$ cat src/rtl/ufp_mul_sched.sv
// Round-robin share of one LAT-stage UQ IW.QW multiplier; result lands in the requester's buffer LAT cycles after grant.
// Per-requester busy credit means the pipe never stalls; defining UFP_MUL_SCHED_SAT_EN saturates overflowed results.
module ufp_mul_sched #(
  parameter int NREQ = 4,
  parameter int IW   = 8,
  parameter int QW   = 8,
  parameter int LAT  = 3
) (
  input  logic                   clk_i,
  input  logic                   rst_ni,
  input  logic [NREQ-1:0]        req_valid_i,
  output logic [NREQ-1:0]        req_ready_o,
  input  logic [NREQ*(IW+QW)-1:0] req_a_i,
  input  logic [NREQ*(IW+QW)-1:0] req_b_i,
  output logic [NREQ-1:0]        rsp_valid_o,
  input  logic [NREQ-1:0]        rsp_ready_i,
  output logic [NREQ*(IW+QW)-1:0] rsp_val_o,
  output logic [NREQ-1:0]        rsp_ovf_o
);
  localparam int WL  = IW + QW;
  localparam int IDW = (NREQ > 1) ? $clog2(NREQ) : 1;

  logic [NREQ-1:0] busy, pop, pop_q, elig, grant;
  logic [IDW-1:0]  ptr, gid, idx;
  logic            found;

  assign pop  = rsp_valid_o & rsp_ready_i;
  // Reset also masks eligibility so req_ready_o is forced low while rst_ni is asserted.
  assign elig = req_valid_i & ~busy & {NREQ{rst_ni}};

  always_comb begin
    found = 1'b0;
    gid   = '0;
    idx   = '0;
    for (int k = 0; k < NREQ; k++) begin
      idx = IDW'((int'(ptr) + k) % NREQ);
      if (!found && elig[idx]) begin
        found = 1'b1;
        gid   = idx;
      end
    end
  end

  always_comb begin
    grant = '0;
    if (found) grant[gid] = 1'b1;
  end

  assign req_ready_o = grant;

  logic [WL-1:0]   op_a, op_b, s0_val;
  logic [2*WL-1:0] prod;
  logic            s0_ovf;

  assign op_a   = req_a_i[gid*WL +: WL];
  assign op_b   = req_b_i[gid*WL +: WL];
  // Product is formed at issue and carried down the stages; retiming spreads it.
  assign prod   = (2*WL)'(op_a) * (2*WL)'(op_b);
  assign s0_ovf = |prod[2*WL-1:WL+QW];
`ifdef UFP_MUL_SCHED_SAT_EN
  assign s0_val = s0_ovf ? {WL{1'b1}} : prod[WL+QW-1:QW];
`else
  assign s0_val = prod[WL+QW-1:QW];
`endif

  logic           tail_vld, tail_ovf;
  logic [IDW-1:0] tail_id;
  logic [WL-1:0]  tail_val;

  generate
    if (LAT == 1) begin : g_direct
      assign tail_vld = found;
      assign tail_id  = gid;
      assign tail_val = s0_val;
      assign tail_ovf = s0_ovf;
    end else begin : g_pipe
      logic [LAT-1:1] p_vld, p_ovf;
      logic [IDW-1:0] p_id  [LAT-1:1];
      logic [WL-1:0]  p_val [LAT-1:1];

      always_ff @(posedge clk_i or negedge rst_ni) begin
        if (!rst_ni) begin
          p_vld <= '0;
          p_ovf <= '0;
          for (int k = 1; k < LAT; k++) begin
            p_id[k]  <= '0;
            p_val[k] <= '0;
          end
        end else begin
          p_vld[1] <= found;
          p_id[1]  <= gid;
          p_val[1] <= s0_val;
          p_ovf[1] <= s0_ovf;
          for (int k = 2; k < LAT; k++) begin
            p_vld[k] <= p_vld[k-1];
            p_id[k]  <= p_id[k-1];
            p_val[k] <= p_val[k-1];
            p_ovf[k] <= p_ovf[k-1];
          end
        end
      end

      assign tail_vld = p_vld[LAT-1];
      assign tail_id  = p_id[LAT-1];
      assign tail_val = p_val[LAT-1];
      assign tail_ovf = p_ovf[LAT-1];
    end
  endgenerate

  // busy is released one cycle after the pop is registered, so a popping requester skips a cycle.
  always_ff @(posedge clk_i or negedge rst_ni) begin
    if (!rst_ni) begin
      busy  <= '0;
      pop_q <= '0;
      ptr   <= '0;
    end else begin
      pop_q <= pop;
      busy  <= (busy & ~pop_q) | grant;
      if (found) ptr <= (gid == IDW'(NREQ-1)) ? '0 : gid + 1'b1;
    end
  end

  always_ff @(posedge clk_i or negedge rst_ni) begin
    if (!rst_ni) begin
      rsp_valid_o <= '0;
      rsp_val_o   <= '0;
      rsp_ovf_o   <= '0;
    end else begin
      for (int i = 0; i < NREQ; i++) begin
        if (tail_vld && tail_id == IDW'(i)) begin
          rsp_valid_o[i]         <= 1'b1;
          rsp_val_o[i*WL +: WL]  <= tail_val;
          rsp_ovf_o[i]           <= tail_ovf;
        end else if (pop[i]) begin
          rsp_valid_o[i]         <= 1'b0;
        end
      end
    end
  end
endmodule

$ cat config.mk
export PLATFORM = sky130hd
export DESIGN_NAME = ufp_mul_sched
export DESIGN_NICKNAME = d
export VERILOG_FILES = /design/src/rtl/ufp_mul_sched.sv
export SDC_FILE = /design/constraint.sdc
export NUM_CORES = 1
export LEC_CHECK = 0
export CORE_MARGIN = 2
export CORE_UTILIZATION = 42
export CTS_BUF_LIST = sky130_fd_sc_hd__clkbuf_4
export DETAILED_ROUTE_END_ITERATION = 6
export GPL_TIMING_DRIVEN = 1
export PLACE_DENSITY = 0.75
export SETUP_SLACK_MARGIN = 0.5
export SLEW_MARGIN = 15
export SYNTH_ARGS = -nofsm -noshare
export SYNTH_HDL_FRONTEND = slang
export SYNTH_SLANG_ARGS = --single-unit
$ cat constraint.sdc
create_clock -name clk_i -period 22.8 [get_ports clk_i]
set_clock_uncertainty 0.1 [all_clocks]
set_input_delay 2.28 -clock clk_i [delete_from_list [all_inputs] [get_ports clk_i]]
set_output_delay 2.28 -clock clk_i [all_outputs]
set_load 0.03 [all_outputs]
Word-level counts from Yosys, hierarchy flattened --
Index checks and enable logic that the tools add are counted.
Storage, ports and cells: register bits 122, latch bits 0, RAM bits 0, memory bits (read-only) 0, bits of input ports 138, output and inout bits 76, word-level logic and storage cells 90, memories 0
Operators by class: add/subtract/negate cells 4, multipliers 1, divide/modulo/power cells 0, magnitude comparators 6, equal/unequal tests 4, shift operators 2, muxes and demuxes 28, bitwise operators 7, reduce and logical (&&, ||, !) cells 17
Operators by type and width (number):
- 64-bit by 7-bit variable part select with 16-bit output | 2
- 16-bit by 16-bit multiplier with 32-bit output | 1
- 1-bit 2-to-1 mux | 17
- 4-bit bitwise AND | 4
- 2-bit by 3-bit less-than comparator with 1-bit output (second input constant) | 5
- 2-bit 2-to-1 mux | 5
- 1-bit binary-select mux with 2-bit select | 4
- 1-bit logical AND | 8
- 4-bit inverter | 2
- 2-bit nonzero test | 4
- 8-bit OR reduction | 1
- 2-bit == test (second input constant) | 3
- 2-bit by 1-bit adder with 2-bit output (second input constant) | 2
- 2-bit adder (second input constant) | 2
- 4-bit 2-to-1 mux | 1
- 4-bit OR | 1
- 1-bit logical NOT | 3
- 1-bit demux with 2-bit select | 1
- 2-bit by 1-bit == test with 1-bit output (second input constant) | 1
- 2-bit by 1-bit >= comparator with 1-bit output (second input constant) | 1
- 2-bit logical NOT | 1

Depth between registers and ports, before layout --
Gate-level depths: netlist (run 1).
depth after elaboration 21, gate-level depth with buffers 36, mapped depth without buffers 33

Worst setup path before layout (run 1) --
No wires, ideal clock.
path kind input-to-reg, from input port req_valid_i[3], to register g_pipe.p_ovf[1] in the netlist's numbering, setup time 135 ps, arrival 10076 ps, slack 12489 ps, stages on the path 30, cell sequence nor2b_1 mux2i_1 a31oi_1 nand2_1 inv_2 buf_2 buf_1 nand2_1 a31oi_1 clkbuf_1 nand2_1 fa_1 fa_1 fa_1 fa_1 inv_1 fa_1 fa_1 ha_1 a21o_1 a21o_1 a21o_1 a2111oi_0 o21ai_0 nor3_1 o31a_1 o31ai_4 a211o_1 a2111oi_2 nand3_1
On the way: word-level cells in the longest chain between the ends 17
Ends and longest elaborated chain:
- start, declared | RTL line 11 | input logic [NREQ-1:0] req_valid_i,
- 4-bit bitwise AND * (2 in series) | RTL line 29 | assign elig = req_valid_i & ~busy & {NREQ{rst_ni}};
- 1-bit binary-select mux with 2-bit select | RTL line 37 | if (!found && elig[idx]) begin
- 1-bit 2-to-1 mux (implied by the code) | RTL line 37
- 1-bit 2-to-1 mux | RTL line 37
- 1-bit logical NOT | RTL line 37
- 1-bit logical AND | RTL line 37
- 1-bit 2-to-1 mux | RTL line 37
- 1-bit logical NOT | RTL line 37
- 1-bit logical AND | RTL line 37
- 1-bit 2-to-1 mux | RTL line 37
- 1-bit logical NOT | RTL line 37
- 1-bit logical AND | RTL line 37
- 2-bit 2-to-1 mux * | RTL line 37
- 64-bit by 7-bit variable part select with 16-bit output, on equally long branches | RTL line 55, 56
- 16-bit by 16-bit multiplier with 32-bit output * | RTL line 58 | assign prod = (2*WL)'(op_a) * (2*WL)'(op_b);
- 8-bit OR reduction * | RTL line 59 | assign s0_ovf = |prod[2*WL-1:WL+QW];
- via s0_ovf | RTL line 53 | logic s0_ovf;
- end signal, assigned by index | RTL line 98 | p_ovf[k] <= p_ovf[k-1];
- end, declared | RTL line 77 | logic [LAT-1:1] p_vld, p_ovf;
The timed path passes the listed nets; every way through them passes the cells marked *. The select of a mux whose other input is x is not followed. A chain may end at the register's enable or synchronous reset.

Worst setup path in the final report (run 1) --
from input port req_valid_i[2], to register g_pipe.p_ovf[1] in the netlist's numbering
Same word-level chain as after synthesis.

==> results of run 1 <==
-- sequential cells by signal, indices dropped and copies added (netlist names), 4 cells and up --
name and cells:
g_pipe.p_val 16, rsp_val_o 64, tail_val 16, rsp_valid_o 4
rsp_ovf_o 4, pop_q 4, busy 4
-- kinds of logic after synthesis --
group                      Yosys count
muxes                              130
DFF                                122
xor gates and xnor gates            21
buffers and inverters              302
and+or+nand+nor                    437
adders and majority gates          298
AOI/OAI and AO/OA                   98
-- cells in the mapped netlist (all sizes together) (2+ instances only) --
| library cell | count |
|---|---|
| inv | 252 |
| nand2 | 203 |
| fa | 193 |
| nor2 | 150 |
| dfrtp | 122 |
| ha | 105 |
| mux2 | 76 |
| mux2i | 54 |
| clkbuf | 44 |
| and2 | 32 |
| a21o | 24 |
| o21ai | 24 |
| nand3 | 16 |
| a21oi | 15 |
| xnor2 | 15 |
| nor2b | 9 |
| a31oi | 7 |
| buf | 6 |
| xor2 | 6 |
| and3 | 5 |
| nand4 | 5 |
| nor3 | 5 |
| a211oi | 4 |
| nand3b | 4 |
| nand2b | 3 |
| or2 | 3 |
| a2111oi | 2 |
| a21boi | 2 |
| a221oi | 2 |
| o21bai | 2 |
| o31a | 2 |
-- metrics by stage --
stage	setup WS (ns)	util
after floorplan	12.49	-
after global placement	11.48	0.508
after detailed placement	11.23	0.508
after CTS	11.76	0.517
after global routing	11.21	0.517
final	11.66	0.517
-- metal layers --
metal	vias to the layer above	track usage	part of all wire
met5	-	0	0
met4	0	0.0758	0.032
met3	90	0.0479	0.070
met2	448	0.394	0.49
met1	5248	0.280	0.41
li1	4790	-	-
-- worst max-delay path by stage --
stage,start,depth (start not counted),end
2_1_floorplan,req_valid_i[3],30,g_pipe.p_ovf[1]
3_3_place_gp,rst_ni,31,g_pipe.p_ovf[1]
3_5_place_dp,rst_ni,31,g_pipe.p_ovf[1]
4_1_cts,rst_ni,31,g_pipe.p_ovf[1]
5_1_grt,rst_ni,31,g_pipe.p_ovf[1]
6_report,req_valid_i[2],31,g_pipe.p_ovf[1]
-- layout make-up --
cell class / instances / area (µm²)
inverter: 252 / 946
tap: 402 / 503
clock buffer: 18 / 135
sequential: 122 / 3050
timing repair buffer: 229 / 2250
multi-input combinational: 984 / 9320
fill: 2837 / 15300
clock inverter: 14 / 148
-- worst max-delay path, delay by kind of cell --
kind | cells | cell delay [ns]
compound gates | 11 | 2.76
fa+ha+maj | 7 | 3.30
buf+inv | 6 | 1.57
mux | 2 | 0.55
simple gates | 5 | 0.91
==> run_results.csv, run 1 <==
group,metric,value,unit
clock_tree,cts_buffers,17,
worst_setup_path,crit_fanout,55,
clock_tree,clk_path_buf_depth,2,
die,rows,65,
logic_synthesis,synth-xor-area-share,0.0136,
logic_synthesis,syn-num-nets,1844,
placed_design,dpl.cell_count,1989,
die,core_area,31600,µm²
logic_synthesis,synth.area.mux_share,0.104,
worst_setup_path,worstPathArrival,11.43,ns
cells_and_area,nets,2042,
route,wl_per_cell,18.0,µm
timing,rsz0062_at_grt,"false",
die,start_util,0.427,
worst_setup_path,crit_slowest_cell,"buf_4",
logic_synthesis,synthArstFlopShare,1.00,
grt,track_usage,0.226,
timing,fin_crit,11.14,ns
clock_tree,postCtsResizedCells,0,
logic_synthesis,synthCells,1408,
die,ios,214,
logic_synthesis,synth_adder_area_share,0.384,
logic_synthesis,synth_top_area_frac,0.286,
cells_and_area,design_area,16400,µm²
logic_synthesis,synth_compound_area_frac,0.0520,
worst_setup_path,crit_path_end_kind,"flop",
cells_and_area,layout-drive-gt1-share,0.0865,
min_path,hold_start,"g_pipe.p_val[0]",
clock_tree,post-cts-setup-buffer-count,0,
cells_and_area,diodes,0,
cells_and_area,area_delta_synth_final,21.2,%
route,drtPass1Iterations,7,
grt,grt_pass1_wl,59300,µm
logic_synthesis,avgSynthCellArea,9.59,µm²
min_path,hold_end,"tail_val[0]",
logic_synthesis,synth_top_family_by_area,"adder cells",
clock_tree,cts.htree.levels,4,
timing,hold_viol_final,0,
logic_synthesis,yosysUniqueCellTypes,57,
worst_setup_path,worstReg2RegStart,"busy[3]",
placed_design,hpwlAfterDp,30500,µm
clock_tree,path_clk_slew,0.10,ns
grt,grt_pass1_vias,11600,
timing,setup_viol,0,
worst_setup_path,start_kind,"input port",
logic_synthesis,synthSimpleGateAreaFrac,0.137,
min_path,hold_depth,0,
die,die_x,183,µm
logic_synthesis,synth_ff_type,"dfrtp_1",
logic_synthesis,yosys.area.top_type,"fa_1",
logic_synthesis,yosysWarnings,0,
route,drtIter0Drc,701,
timing,tns,0,ns
timing,maxSlewHeadroom,0.245,
clock_tree,tritoncts,"built",
placed_design,placed_area,16100,µm²
route,wirelength,36400,µm
die,die_h,183,µm
timing,slew_viol_final,0,
worst_setup_path,reg2reg_slack,13.52,ns
grt,antenna_found_initial,0,
cells_and_area,final_cells,2021,
route,viasPerCell,5.23,
worst_setup_path,cpPeakStageDelay,0.67,ns
route,drcViolationCount,3,
worst_setup_path,required,23.09,ns
clock_tree,clock_latency,0.51,ns
logic_synthesis,ys_seq_area_frac,0.226,
timing,hold-worst-slack,0.253,ns
die,dieArea,33600,µm²
logic_synthesis,synth-edff-count,0,
cells_and_area,final_cell_mix,"249 x inv_1, 212 x clkdlybuf4s50_1, 203 x nand2_1, 193 x fa_1, 150 x nor2_1",
timing,post-route-period-util,0.488,
timing,worst_pin_slew,1.13,ns
cells_and_area,layout_commonest_cell,"inv_1",
min_path,hold_class,"reg -> reg",
timing,fmax,0.0898,GHz
clock_tree,clock_sinks,122,
logic_synthesis,synth_seq_cells,122,
status,outcome,"finished, violations left",
worst_setup_path,crit_path_frequent_cell,"fa_1",
worst_setup_path,critPathKind,"in -> reg",
worst_setup_path,r2r_cells,30,
worst_setup_path,rr_endpoint,"g_pipe.p_ovf[1]",
logic_synthesis,syn-cell-area,13500,µm²
logic_synthesis,synth_top_cells_by_area,"fa_1 29%, dfrtp_1 23%, ha_1 9.7%",
clock_tree,cts_hold_buffers,0,
route,vias,10600,
status,violations,"design-rule violations",
run,cap_viol_max_count,0,
placed_design,routabilityCongestion,0.958,
grt,grt_max_degree,79,
grt,grt_remaining_overflow,0,
placed_design,io_buffers,213,
clock_tree,cts-root-buf,"clkbuf_4",
route,drtAntennaViolNets,0,
Power of run 1 is left out: the tool's default activity adds up to more than one toggle a clock period on the data nets, which glitch-free logic cannot reach.
==> run 2, diff against run 1 <==
--- a/config.mk
+++ b/config.mk
@@ -10,7 +10,7 @@
 export CTS_BUF_LIST = sky130_fd_sc_hd__clkbuf_4
 export DETAILED_ROUTE_END_ITERATION = 6
 export GPL_TIMING_DRIVEN = 1
-export PLACE_DENSITY = 0.75
+export PLACE_DENSITY = 0.77
 export SETUP_SLACK_MARGIN = 0.5
 export SLEW_MARGIN = 15
 export SYNTH_ARGS = -nofsm -noshare
==> constraint.sdc (replaced) <==
create_clock -name clk_i -period 10 [get_ports clk_i]
set_clock_uncertainty 0.1 [all_clocks]
set_input_delay 1 -clock clk_i [delete_from_list [all_inputs] [get_ports clk_i]]
set_output_delay 1 -clock clk_i [all_outputs]
set_load 0.03 [all_outputs]
==> run 2 against run 1 <==
Against the previous run:
- wire length is 3.0% higher
- first-iteration DRC count is 15% lower
- die area stayed put
- the flow now finishes without violations
- global-route usage is 0.17 points higher
- via count is 0.47% higher
==> run_results.csv, run 2 (same netlist as run 1, synthesis figures left out) <==
group,metric,value,unit
status,outcome,"finished, final reports clean",
clock_tree,clock_latency,0.51,ns
grt,use_met1,0.287,
cells_and_area,final_cell_mix,"249 x inv_1, 212 x clkdlybuf4s50_1, 201 x nand2_1, 193 x fa_1, 150 x nor2_1",
die,ios,214,
clock_tree,cts_buffers,17,
timing,setup_viol,0,
die,start_util,0.427,
cells_and_area,largest_reg_flops,64,
cells_and_area,area_delta_synth_final,22.5,%
die,die_h,183,µm
placed_design,io_buffers,213,
die,dieArea,33600,µm²
grt,use_met2,0.402,
timing,fmax,0.109,GHz
cells_and_area,largest_register,"rsp_val_o",
worst_setup_path,critical-path-top-delay-family,"adder cells",
cells_and_area,post-route-util,0.523,
timing,fin_crit,9.16,ns
worst_setup_path,worstPathArrival,9.45,ns
die,die_x,183,µm
worst_setup_path,crit_path_end_kind,"flop",
worst_setup_path,required,10.30,ns
clock_tree,cts.htree.levels,4,
timing,post-route-period-util,0.916,
worst_setup_path,start_kind,"input port",
clock_tree,clk_path_buf_depth,2,
worst_setup_path,r2r_cells,33,
route,drtAntennaViolNets,0,
route,viasPerCell,5.20,
cells_and_area,nets,2065,
clock_tree,tritoncts,"built",
worst_setup_path,critPathKind,"in -> reg",
grt,grt_max_degree,67,
worst_setup_path,cpPeakStageDelay,0.55,ns
grt,grt-busiest-layer,"met2",
worst_setup_path,crit_path_frequent_cell,"fa_1",
worst_setup_path,rr_endpoint,"g_pipe.p_ovf[1]",
cells_and_area,multiInputGateArea,9330,µm²
worst_setup_path,crit_fanout,15,
route,wl_per_cell,18.4,µm
timing,rsz0062_at_grt,"false",
worst_setup_path,startpoint,"req_valid_i[2]",
worst_setup_path,crit_slowest_cell,"fa_1",
cells_and_area,layout-drive-gt1-share,0.103,
route,drtIter0Drc,599,
placed_design,hpwlAfterDp,32000,µm
clock_tree,cts-root-buf,"clkbuf_4",
clock_tree,path_clk_slew,0.12,ns
grt,grt_pass1_wl,59000,µm
cells_and_area,layout_commonest_cell,"inv_1",
worst_setup_path,worstReg2RegStart,"ptr[0]",
grt,grt_remaining_overflow,0,
grt,grt_util_met3,0.0338,
route,wirelength,37500,µm
timing,hold_viol_final,0,
grt,grt_pass1_vias,11400,
die,rows,65,
timing,worst_pin_slew,1.06,ns
timing,maxSlewHeadroom,0.291,
worst_setup_path,crit_buf_inv,9,
timing,slew_viol_final,0,
route,vias,10600,
cells_and_area,seqCellArea,3050,µm²
cells_and_area,n_fill_cell,2828,
grt,antenna_found_initial,0,
worst_setup_path,reg2reg_slack,1.41,ns
run,cap_viol_max_count,0,
die,core_area,31600,µm²
grt,track_usage,0.228,
timing,tns,0,ns
route,drtPass1Iterations,7,
route,drcViolationCount,0,
min_path,hold_class,"in -> async",
cells_and_area,diodes,0,
placed_design,routabilityCongestion,0.924,
clock_tree,clock_sinks,122,
-- run 2: changes by cell type in the layout (fill, tap and decap cells not counted), moves of 2 or more --
cell | previous run | this run
buf_4 | 17 | 39
and2_2 | 0 | 3
and2_1 | 31 | 29
clkinv_2 | 1 | 3
nand2_1 | 203 | 201
nand2_2 | 0 | 2
-- run 2: layer usage --
layer,up-vias,share of wire
met1,5275,0.40
met2,436,0.50
met3,89,0.066
li1,4826,-
met4,0,0.032
met5,-,0
-- run 2: how the worst max path moves through the flow --
stage	to	slack, ns	cells past startpoint
after floorplan	g_pipe.p_ovf[1]	0.97	30
after global placement	g_pipe.p_ovf[1]	0.56	35
after detailed placement	g_pipe.p_ovf[1]	0.28	35
after CTS	g_pipe.p_ovf[1]	0.83	35
after global routing	g_pipe.p_ovf[1]	0.51	31
final	g_pipe.p_ovf[1]	0.84	34
-- run 2: final cells by class --
cell class | instances | area share
multi-input combinational | 984 | 0.564
sequential | 122 | 0.185
timing repair buffer | 252 | 0.147
inverter | 252 | 0.0572
tap | 402 | 0.0304
clock inverter | 15 | 0.00908
clock buffer | 17 | 0.00772
-- run 2: through the flow --
step	hold slack, ns	worst slack (ns)	cell area (µm²)	cells
after floorplan	0.231	0.969	13500	1408
after global placement	0.234	0.557	16200	2012
after detailed placement	0.235	0.280	16200	2012
after CTS	0.175	0.834	16500	2044
after global routing	0.170	0.506	16500	2044
final	0.220	0.844	16500	2044
-- run 2: what timing repair did --
item / 4_1_cts / 5_1_grt
hold buffers: 0 / 0
setup buffers: 0 / 0
gates resized for setup: 0 / 9
endpoints found under the setup margin: 0 / 1
-- run 2: worst register-to-register path, delay by kind of cell (launching register included) --
kind	cells	cell delay, ns
AOI/OAI and AO/OA	10	2.20
adders and majority gates	7	3.19
xor gates and xnor gates	1	0.15
muxes	1	0.35
and+or+nand+nor	6	0.79
DFF	1	0.47
buffers and inverters	8	1.23
Power of run 2 is left out for the same reason.
